`src/rtl/control_word_sequencer.sv`:
```
// Control-word sequencer: a small program store that streams words to a datapath
// with a ready handshake, supporting single-pass, looping and single-step modes.
module control_word_sequencer #(
  parameter int unsigned CW_WIDTH = 21,
  parameter int unsigned DEPTH    = 16,
  parameter int unsigned AW       = 4
) (
  input  logic                clk,
  input  logic                rst,
  input  logic                wr_en,
  input  logic [AW-1:0]       wr_addr,
  input  logic [CW_WIDTH-1:0] wr_data,
  input  logic                start,
  input  logic [1:0]          mode,
  input  logic [AW-1:0]       last_addr,
  input  logic                step,
  input  logic                dp_ready,
  input  logic                abort,
  output logic [CW_WIDTH-1:0] control_word,
  output logic                cw_valid,
  output logic [AW-1:0]       pc,
  output logic                busy,
  output logic                done
);

  typedef enum logic [1:0] {StIdle, StRun, StWaitStep, StDone} state_e;

  localparam logic [AW:0] DepthW   = DEPTH[AW:0];
  localparam logic [AW:0] MaxAddrW = DepthW - 1'b1;

  logic [CW_WIDTH-1:0] mem [DEPTH];

  state_e              state_q, state_d;
  logic [AW-1:0]       pc_q, pc_d;
  logic [CW_WIDTH-1:0] cw_q, cw_d;
  logic                valid_q, valid_d;
  logic                busy_q, busy_d;
  logic                done_q, done_d;
  logic                loop_q, loop_d;
  logic                stepm_q, stepm_d;
  logic [AW-1:0]       last_q, last_d;

  logic                wr_ok;
  logic [CW_WIDTH-1:0] first_word;
  logic [AW-1:0]       pc_next;
  logic [AW-1:0]       last_clamped;

  assign wr_ok   = wr_en && !busy_q && ({1'b0, wr_addr} < DepthW);
  assign pc_next = pc_q + 1'b1;

  // A write to address 0 alongside start must be seen by the first fetch.
  assign first_word = (wr_ok && (wr_addr == '0)) ? wr_data : mem[0];

  assign last_clamped = ({1'b0, last_addr} > MaxAddrW) ? MaxAddrW[AW-1:0] : last_addr;

  always_ff @(posedge clk) begin
    if (wr_ok) begin
      mem[wr_addr] <= wr_data;
    end
  end

  always_comb begin
    state_d = state_q;
    pc_d    = pc_q;
    cw_d    = cw_q;
    valid_d = valid_q;
    done_d  = 1'b0;
    loop_d  = loop_q;
    stepm_d = stepm_q;
    last_d  = last_q;

    unique case (state_q)
      StIdle: begin
        if (start) begin
          loop_d  = (mode == 2'b01);
          stepm_d = (mode == 2'b10);
          last_d  = last_clamped;
          state_d = StRun;
          pc_d    = '0;
          cw_d    = first_word;
          valid_d = 1'b1;
        end
      end
      StRun: begin
        if (valid_q && dp_ready) begin
          if (pc_q != last_q) begin
            if (stepm_q) begin
              state_d = StWaitStep;
              valid_d = 1'b0;
              cw_d    = '0;
            end else begin
              pc_d = pc_next;
              cw_d = mem[pc_next];
            end
          end else if (loop_q) begin
            pc_d = '0;
            cw_d = mem[0];
          end else begin
            state_d = StDone;
            valid_d = 1'b0;
            cw_d    = '0;
            done_d  = 1'b1;
          end
        end
      end
      StWaitStep: begin
        if (step) begin
          state_d = StRun;
          pc_d    = pc_next;
          cw_d    = mem[pc_next];
          valid_d = 1'b1;
        end
      end
      StDone: begin
        state_d = StIdle;
      end
    endcase

    if (abort) begin
      state_d = StIdle;
      pc_d    = '0;
      cw_d    = '0;
      valid_d = 1'b0;
      done_d  = 1'b0;
    end

    busy_d = (state_d != StIdle);
  end

  always_ff @(posedge clk) begin
    if (rst) begin
      state_q <= StIdle;
      pc_q    <= '0;
      cw_q    <= '0;
      valid_q <= 1'b0;
      busy_q  <= 1'b0;
      done_q  <= 1'b0;
      loop_q  <= 1'b0;
      stepm_q <= 1'b0;
      last_q  <= '0;
    end else begin
      state_q <= state_d;
      pc_q    <= pc_d;
      cw_q    <= cw_d;
      valid_q <= valid_d;
      busy_q  <= busy_d;
      done_q  <= done_d;
      loop_q  <= loop_d;
      stepm_q <= stepm_d;
      last_q  <= last_d;
    end
  end

  assign control_word = cw_q;
  assign cw_valid     = valid_q;
  assign pc           = pc_q;
  assign busy         = busy_q;
  assign done         = done_q;

endmodule
```
`config.mk`:
```
export PLATFORM = sky130hd
export DESIGN_NAME = control_word_sequencer
export DESIGN_NICKNAME = d
export VERILOG_FILES = /design/src/rtl/control_word_sequencer.sv
export SDC_FILE = /design/constraint.sdc
export NUM_CORES = 1
export LEC_CHECK = 0
export CORE_MARGIN = 1
export CORE_UTILIZATION = 25
export DETAILED_ROUTE_END_ITERATION = 10
export PLACE_DENSITY = 0.4
export SLEW_MARGIN = 10
export SYNTH_ARGS = -nofsm -noshare
export SYNTH_HDL_FRONTEND = slang
export SYNTH_SLANG_ARGS = --single-unit
```
`constraint.sdc`:
```
create_clock -name clk -period 2.7 [get_ports clk]
set_input_delay 0.54 -clock clk [delete_from_list [all_inputs] [get_ports clk]]
set_output_delay 0.54 -clock clk [all_outputs]
set_load 0.02 [all_outputs]
```
==> flow_summary.toml <==
[grt]
overflow = 0
antenna_found_initial = 0
grt_usage_pct = 14.6
grt_pass1_vias = 8733
grt_max_degree = 41
grt_pass1_wl_um = 63000

[critical_path]
cp.required_ps = 2160
crit_type = "register to output port"
path_max_fanout = 13
startpoint_type = "register"
cp.arrival_ps = 1940
endpoint_kind = "output port"

[run_status]
status = "complete, but fails checks"
violations = "design-rule violations"

[cts]
cts_tree = "yes"
cts_setup_buffers = 0
cts_hold_buf = 0
insertion_delay_ps = 570
path_clk_slew_ps = 60
htree_levels = 2
cts_resized = 0
cts_sinks = 372
cts_made_buffers = 42
clock-root-buffer = "clkbuf_16"
clock_path_buffers = 3

[logic_synthesis]
synthArstFlopShare_pct = 0
netlist_instances = 794
synth.cell_area_um2 = 15000
ys_seq_elements = 372
synth_cell_types = 51
avgSynthCellArea_um2 = 18.9
synth_flop_cell = "edfxtp_1"
yosysSeqAreaShare_pct = 72.1
syn_nets = 836
synth_edf_count = 336
ys.warnings.count = 0

[finish]
antenna_cells = 0
drive_gt1_share_pct = 29.3
areaGrowthSynthToFinish_pct = 26.6
instances_no_fill = 1756
fin_nets = 993
final_cell_area_um2 = 19000

[detailed_routing]
wl_um = 43400
drtIter0Drc = 696
drc = 12
vias_per_cell = 4.71
first_pass_iters = 8
drtAntennaViolNets = 0
num_vias = 8273
wl_per_cell_um = 24.7

[floorplanning]
num_rows = 89
die_area_um2 = 60900
core-area_um2 = 59100
fp.dieW_um = 247
fp.dieH_um = 247
start_util_pct = 25.3
ios = 66

[timing]
rsz0062_at_grt = "no"
slew_violations = 0
fin_crit_sh_pct = 91.7
max_freq_mhz = 404
final-hold-violation-count = 0
setup_tns_ps = 0
fin_skew_ps = 16.5
max_slew_margin_pct = 58.0
period_needed_ps = 2480
setup_viol = 0
tightest_slew_ps = 628

[worst_hold_path]
hp-class = "register to register"

[power_and_ir_drop]
power_density_nw_per_um2 = 658
power.leakage_nw = 5.80
ir_worst_vdd_uv = 353

[job]
drv_cap = 0

[placed_design]
placed_cell_area_um2 = 17700
io_buffers = 65
dp_hpwl_um = 26600
dp_cells = 1680
gp_congestion = 0.728
==> sequential cells by signal, indices dropped and copies added (netlist names) <==
name,count
last_q,4
busy,1
control_word,21
loop_q,1
stepm_q,1
pc,4
done,1
mem,336
state_q,2
cw_valid,1
==> final cells by class <==
class | count | area (µm²)
inverter | 6 | 22.5
sequential | 372 | 10800
clock buffer | 58 | 1160
tap | 773 | 967
fill | 5651 | 40200
multi-input combinational | 367 | 4090
clock inverter | 18 | 141
timing repair buffer | 162 | 1780
==> final timing paths <==
kind         startpoint   endpoint  slack [ps]  cells after the start
min reg2reg   last_q[2]  last_q[2]         480                      2
max               pc[0]      pc[0]         220                      2
max reg2reg  state_q[0]      pc[2]         260                      7
min           last_q[2]  last_q[2]         480                      2
==> power by group <==
group	switching, mW	internal, mW
Sequential	0.0348	6.35
Clock	2.29	3.20
Combinational	0.375	0.234
==> cells in the mapped netlist (all sizes together), types with 4 or more instances <==
| cell type | instances | area (µm²) |
|---|---|---|
| a21oi | 30 | 150 |
| a221oi | 20 | 175 |
| buf | 30 | 176 |
| clkbuf | 19 | 71.3 |
| dfxtp | 36 | 721 |
| edfxtp | 336 | 10100 |
| ha | 4 | 50.1 |
| inv | 6 | 22.5 |
| mux4 | 104 | 2340 |
| nand2 | 31 | 116 |
| nand2b | 5 | 31.3 |
| nand3 | 51 | 255 |
| nand3b | 4 | 30.0 |
| nor2 | 23 | 86.3 |
| nor2b | 4 | 25.0 |
| o21ai | 24 | 120 |
| o22ai | 22 | 138 |
| xnor2 | 4 | 35.0 |
==> logic make-up (layout without fill, tap and decap cells) <==
group / after synthesis / in the layout / synth area share (%)
buffers and inverters: 55 / 244 / 1.80
AOI/OAI and AO/OA: 115 / 115 / 5.06
adders and majority gates: 4 / 4 / 0.334
muxes: 107 / 107 / 15.8
xor gates and xnor gates: 6 / 6 / 0.351
and+or+nand+nor: 135 / 135 / 4.49
DFF: 372 / 372 / 72.1
==> per-layer routing <==
layer / track usage (%) / vias up / part of all wire [%] / wire length (µm)
met5: 0 / - / 0 / 0
met4: 4.23 / 0 / 1.9 / 832
met3: 2.30 / 54 / 4.4 / 1900
met1: 20.1 / 4400 / 46 / 20000
met2: 23.7 / 185 / 48 / 20700
li1: - / 3634 / - / -
==> through the flow <==
step / util (%) / worst slack [ps] / hold slack, ps / total power [mW]
after global placement: 29.9 / 41.0 / 467 / 7.12
final: 32.1 / 224 / 479 / 12.5
after global routing: 32.1 / 111 / 514 / 12.9
after CTS: 32.1 / 173 / 477 / 12.6
after detailed placement: 29.9 / 29.6 / 467 / 7.12
after floorplan: - / 13.2 / 449 / 6.73
==> layout by cell type (no fill, tap or decap), types with 3 or more instances in the layout <==
| cell | Yosys | layout |
|---|---|---|
| a21oi_1 | 30 | 30 |
| a221oi_1 | 20 | 20 |
| a41oi_1 | 3 | 3 |
| buf_12 | 0 | 32 |
| buf_4 | 3 | 65 |
| clkbuf_1 | 19 | 12 |
| clkbuf_16 | 0 | 43 |
| clkbuf_8 | 0 | 3 |
| clkdlybuf4s50_1 | 0 | 65 |
| clkinv_1 | 0 | 5 |
| clkinv_2 | 0 | 9 |
| dfxtp_1 | 36 | 35 |
| edfxtp_1 | 336 | 336 |
| ha_1 | 4 | 3 |
| inv_1 | 6 | 6 |
| mux4_2 | 104 | 104 |
| nand2_1 | 31 | 31 |
| nand2b_1 | 5 | 5 |
| nand3_1 | 51 | 51 |
| nand3b_1 | 4 | 4 |
| nor2_1 | 23 | 6 |
| nor2_4 | 0 | 16 |
| nor2b_1 | 4 | 4 |
| nor3b_1 | 3 | 3 |
| o21ai_0 | 24 | 24 |
| o22ai_1 | 22 | 22 |
| xnor2_1 | 4 | 4 |
==> critical path, cell delays in order (launching register included) <==
cell and delay [ps]:
dfxtp_4 420, buf_4 280, clkdlybuf4s50_1 670
Note: power is estimated with default switching activity, not from simulation.
